## src/rtl/fifo_drain_rr_pkg.sv

```systemverilog
// fifo_drain_rr shared constants.
// State encoding and source ids.
package fifo_drain_rr_pkg;

  localparam logic [1:0] ST_IDLE   = 2'd0;
  localparam logic [1:0] ST_ACTIVE = 2'd1;
  localparam logic [1:0] ST_HALT   = 2'd2;

  localparam logic SRC_D0 = 1'b0;
  localparam logic SRC_D1 = 1'b1;

endpackage

```

## src/rtl/fifo_drain_rr_arb2.sv

```systemverilog
// Two-request round-robin arbiter.
// Combinational one-hot grant, registered pointer.
module rr_arb2
  import fifo_drain_rr_pkg::*;
(
  input  logic       clk,
  input  logic       rst_n,
  input  logic [1:0] req_i,
  output logic [1:0] gnt_o
);

  logic last_q;
  logic last_d;

  // on contention favour the source not granted last
  always_comb begin
    gnt_o = req_i;
    if (&req_i) begin
      gnt_o = (last_q == SRC_D1) ? 2'b01 : 2'b10;
    end
  end

  // pointer follows every grant
  always_comb begin
    last_d = last_q;
    if (|gnt_o) begin
      last_d = gnt_o[1];
    end
  end

  // pointer register; D0 wins first
  always_ff @(posedge clk or negedge rst_n) begin
    if (!rst_n) begin
      last_q <= SRC_D1;
    end else begin
      last_q <= last_d;
    end
  end

endmodule

```

## src/rtl/fifo_drain_rr.sv

```systemverilog
// Round-robin drain of two upstream FIFOs
// into one downstream FIFO, halting on error.
module fifo_drain_rr
  import fifo_drain_rr_pkg::*;
#(
  parameter int DATA_WIDTH = 6
) (
  input  logic                  clk,
  input  logic                  reset_L,
  input  logic                  empty_d0,
  input  logic                  empty_d1,
  input  logic [DATA_WIDTH-1:0] data_in_d0,
  input  logic [DATA_WIDTH-1:0] data_in_d1,
  input  logic                  error_d0,
  input  logic                  error_d1,
  input  logic                  full_down,
  input  logic                  almost_full_down,
  output logic                  rd_enable_d0,
  output logic                  rd_enable_d1,
  output logic                  wr_enable_down,
  output logic [DATA_WIDTH-1:0] data_out_down,
  output logic                  src_down,
  output logic                  idle,
  output logic                  error_out
);

  logic [1:0]            state_q, state_d;
  logic                  rd0_q, rd1_q;
  logic                  wr_q, src_q, err_q;
  logic [DATA_WIDTH-1:0] data_q, data_d;

  logic       pend;
  logic       err_in;
  logic       space;
  logic       can_pop;
  logic [1:0] req;
  logic [1:0] gnt;

  assign pend   = rd0_q | rd1_q;
  assign err_in = error_d0 | error_d1;

  // the pending word is not yet in the downstream count
  assign space   = !full_down && !(pend && almost_full_down);
  assign can_pop = space && (state_q != ST_HALT) && !err_in;
  assign req     = {!empty_d1 && can_pop, !empty_d0 && can_pop};

  rr_arb2 u_arb (
    .clk   (clk),
    .rst_n (reset_L),
    .req_i (req),
    .gnt_o (gnt)
  );

  // select read data of the source popped last cycle
  always_comb begin
    data_d = '0;
    unique case (1'b1)
      rd1_q:   data_d = data_in_d1;
      rd0_q:   data_d = data_in_d0;
      default: data_d = '0;
    endcase
  end

  // IDLE/ACTIVE follow traffic; any error parks in HALT
  always_comb begin
    state_d = state_q;
    if (err_in) begin
      state_d = ST_HALT;
    end else begin
      case (state_q)
        ST_IDLE:   if (|req) state_d = ST_ACTIVE;
        ST_ACTIVE: if (!(|gnt) && !pend) state_d = ST_IDLE;
        ST_HALT:   state_d = ST_HALT;
        default:   state_d = ST_IDLE;
      endcase
    end
  end

  // pop requests, forwarding stage and sticky error
  always_ff @(posedge clk or negedge reset_L) begin
    if (!reset_L) begin
      state_q <= ST_IDLE;
      rd0_q   <= 1'b0;
      rd1_q   <= 1'b0;
      wr_q    <= 1'b0;
      src_q   <= SRC_D0;
      data_q  <= '0;
      err_q   <= 1'b0;
    end else begin
      state_q <= state_d;
      rd0_q   <= gnt[0];
      rd1_q   <= gnt[1];
      wr_q    <= pend;
      src_q   <= rd1_q ? SRC_D1 : SRC_D0;
      data_q  <= data_d;
      err_q   <= err_q | err_in;
    end
  end

  assign rd_enable_d0   = rd0_q;
  assign rd_enable_d1   = rd1_q;
  assign wr_enable_down = wr_q;
  assign data_out_down  = data_q;
  assign src_down       = src_q;
  assign idle           = (state_q == ST_IDLE);
  assign error_out      = err_q;

endmodule
```

## config.mk

```make
export PLATFORM = sky130hd
export DESIGN_NAME = fifo_drain_rr
export DESIGN_NICKNAME = d
export VERILOG_FILES = /design/src/rtl/fifo_drain_rr_pkg.sv /design/src/rtl/fifo_drain_rr_arb2.sv /design/src/rtl/fifo_drain_rr.sv
export SDC_FILE = /design/constraint.sdc
export NUM_CORES = 1
export LEC_CHECK = 0
export ABC_AREA = 0
export CAP_MARGIN = 20
export CORE_UTILIZATION = 35
export DETAILED_ROUTE_END_ITERATION = 7
export PLACE_DENSITY = 0.76
export SYNTH_ARGS = -nofsm -noshare
export SYNTH_HDL_FRONTEND = slang
export SYNTH_HIERARCHICAL = 1
export SYNTH_SLANG_ARGS = --single-unit
```

## constraint.sdc

```tcl
create_clock -name clk -period 2.1 [get_ports clk]
set_clock_uncertainty 0.1 [all_clocks]
set_input_delay 0.21 -clock clk [delete_from_list [all_inputs] [get_ports clk]]
set_output_delay 0.21 -clock clk [all_outputs]
set_load 0.02 [all_outputs]
```

==> impl_metrics.yaml <==
die:
  dieWidth_um: 40.8
  boundaryPins: 32
  die_area_mm2: 0.00166
  rows: 13
  core_area_mm2: 0.00135
  die_y_um: 40.8
  start_util_pct: 39.0
sta:
  max_freq_mhz: 568
  relSlewSlack_pct: 58.3
  tns_ns: 0
  min_period_ns: 1.76
  hold_viol: 0
  maxSlewViolCount: 0
  setup-violations-final: 0
  worstMarginPinSlew_ns: 0.623
  min_period_over_period_pct: 83.9
  grt_setup_unrepaired: "no"
synthesis:
  synth.distinct_cells: 16
  yosys_warnings: 6
  synth_area_per_cell_um2: 12.8
  synth-seq-cells: 14
  yosysTopAreaCellShare_pct: 61.8
  syn_area_um2: 527
  yosysTopAreaCell: "dfrtp_1"
  ys_seq_area_share_pct: 66.7
  syn_inst: 41
  synthTopCellsByArea: "dfrtp_1 62%, a22o_1 10%, dfstp_2 5.0%, nor2_1 3.6%, a211oi_2 2.4%"
  synth_nets: 61
clock_network:
  path_clk_slew_ns: 0.08
  clock_latency_ns: 0.27
  clkSinkCount: 14
  cts_tree: "done"
  cts_hold_buffers: 0
  cts_buffers: 3
  clk_path_buf_depth: 2
  htree_levels: 1
  cts_resized: 0
  cts_setup_buffers: 0
  root_buffer: "clkbuf_4"
power_and_ir_drop:
  p_per_area_mw_per_mm2: 550
  ir_worst_vdd_v: 0.000308
  power.total_uw: 499
  p_leak_nw: 0.398
detailed_routing:
  drtPass1Iterations: 1
  ant_nets: 0
  num_vias: 463
  detail_route.vias_per_cell: 4.98
  initialDrtViolationCount: 0
  drt_wl_total_mm: 1.22
  drc: 0
  wl_per_cell_um: 13.1
setup_path:
  cp_max_fo: 6
  cp_cell_sequence: "nor2_1, clkdlybuf4s50_1"
  cp_slowest_cell: "clkdlybuf4s50_1"
  worstSetupPathType: "flop to output pin"
  cp_slowest_stage_delay_ns: 0.61
  cp-end-kind: "output pin"
  required_ns: 1.79
  cp.arrival_ns: 1.45
  startpoint_type: "flop"
place:
  hpwl_um: 963
  dp_cells: 89
  io_buffers: 31
  place.gp.congestion: 0.685
layout:
  fin_util_pct: 67.2
  nFillCells: 111
  fin_nets: 99
  syn_to_final_growth_pct: 72.2
  drive_gt1_share_pct: 12.8
  multi_input_area_um2: 164
  stdcell_count: 93
  num_antenna_cells: 0
  regArea_um2: 352
global_route:
  grt_pass1_vias: 409
  grtUsageTotal_pct: 16.3
  grt_pass1_wl_mm: 1.77
  overflow: 0
  antenna_found_initial: 0
  grt_max_degree: 15
min_path:
  min_path_type: "input port to async pin"
run_status:
  status: "finished, final reports clean"
job:
  maxCapViolCount: 0
==> metal layers <==
metal,share of wire (%),up-vias,wire length [um],global-route usage (%)
met5,0,-,0,0
met1,41,217,493,19.9
met3,10,0,126,2.72
met4,0,0,0,7.50
li1,-,222,-,-
met2,49,24,595,27.7
==> registers in the layout, summed over array words and instances, names as in the netlist <==
signal and cells:
data_out_down 6, state_q 2, error_out 1, rd_enable_d0 1
rd_enable_d1 1, src_down 1, u_arb/last_q 1, wr_enable_down 1
==> critical path, delay by kind of cell, from the launching register on <==
family | cells | cell delay, ns
simple gates | 1 | 0.13
buf+inv | 1 | 0.61
flops | 1 | 0.45
==> metrics by stage <==
stage,hold WS (ns),area [um^2],setup WS [ns]
final,0.227,907,0.338
after detailed placement,0.358,871,0.0939
after CTS,0.237,907,0.332
after floorplan,-0.186,527,0.393
after global routing,0.283,907,0.192
after global placement,0.350,871,0.219
==> cells in the final DEF (no fill, tap or decap) <==
| cell | synthesis | final |
|---|---|---|
| clkdlybuf4s50_1 | 0 | 31 |
| dfrtp_1 | 13 | 13 |
| a22o_1 | 6 | 6 |
| nor2_1 | 5 | 5 |
| inv_1 | 3 | 3 |
| clkbuf_4 | 0 | 3 |
| o21ai_1 | 2 | 2 |
| a21oi_1 | 2 | 2 |
| buf_4 | 0 | 2 |
| or2_4 | 1 | 1 |
| o2111ai_1 | 1 | 1 |
| or3_1 | 1 | 1 |
| nor3_2 | 1 | 1 |
| nand2_1 | 1 | 1 |
| o211ai_1 | 1 | 1 |
| a211oi_2 | 1 | 1 |
| clkbuf_8 | 0 | 1 |
| a21boi_0 | 1 | 1 |
| a21boi_1 | 1 | 1 |
| dfstp_2 | 1 | 1 |
==> cells by family after synthesis <==
kind of cell	synth area share (%)
compound gates	22.1
buf+inv	2.14
flops	66.7
simple gates	9.03
==> report_power, final <==
group	internal (mW)	switching, mW	leakage (nW)	total [mW]
registers	0.269	0	0.182	0.269
logic	0.0318	0.0125	0.196	0.0442
clock network	0.105	0.0804	0.0210	0.186
==> area by class of cell <==
cell class              count  area share [%]
multi-input cells          24            18.1
flip-flops and latches     14            38.8
inverters                   3            1.24
repair buffers             33            35.9
well taps                  15            2.07
clock buffers               4            4.00
==> cells in the mapped netlist, drive strengths merged <==
library cell	instances
or3	1
nor2	5
nor3	1
o211ai	1
dfrtp	13
a211oi	1
dfstp	1
nand2	1
a21boi	2
o2111ai	1
o21ai	2
a22o	6
or2	1
inv	3
a21oi	2
==> path summary, 6_finish.rpt <==
kind | startpoint | to | slack (ns) | depth (start not counted)
setup / recovery | state_q[0] | idle | 0.34 | 2
hold / removal | reset_L | data_out_down[0] | 0.23 | 1
setup reg to reg | rd_enable_d0 | state_q[0] | 0.37 | 6
hold reg to reg | error_out | error_out | 0.37 | 1
max in group asynchronous | reset_L | error_out | 1.28 | 1
min in group clk | error_out | error_out | 0.37 | 1
Note: power is estimated with default switching activity, not from simulation.
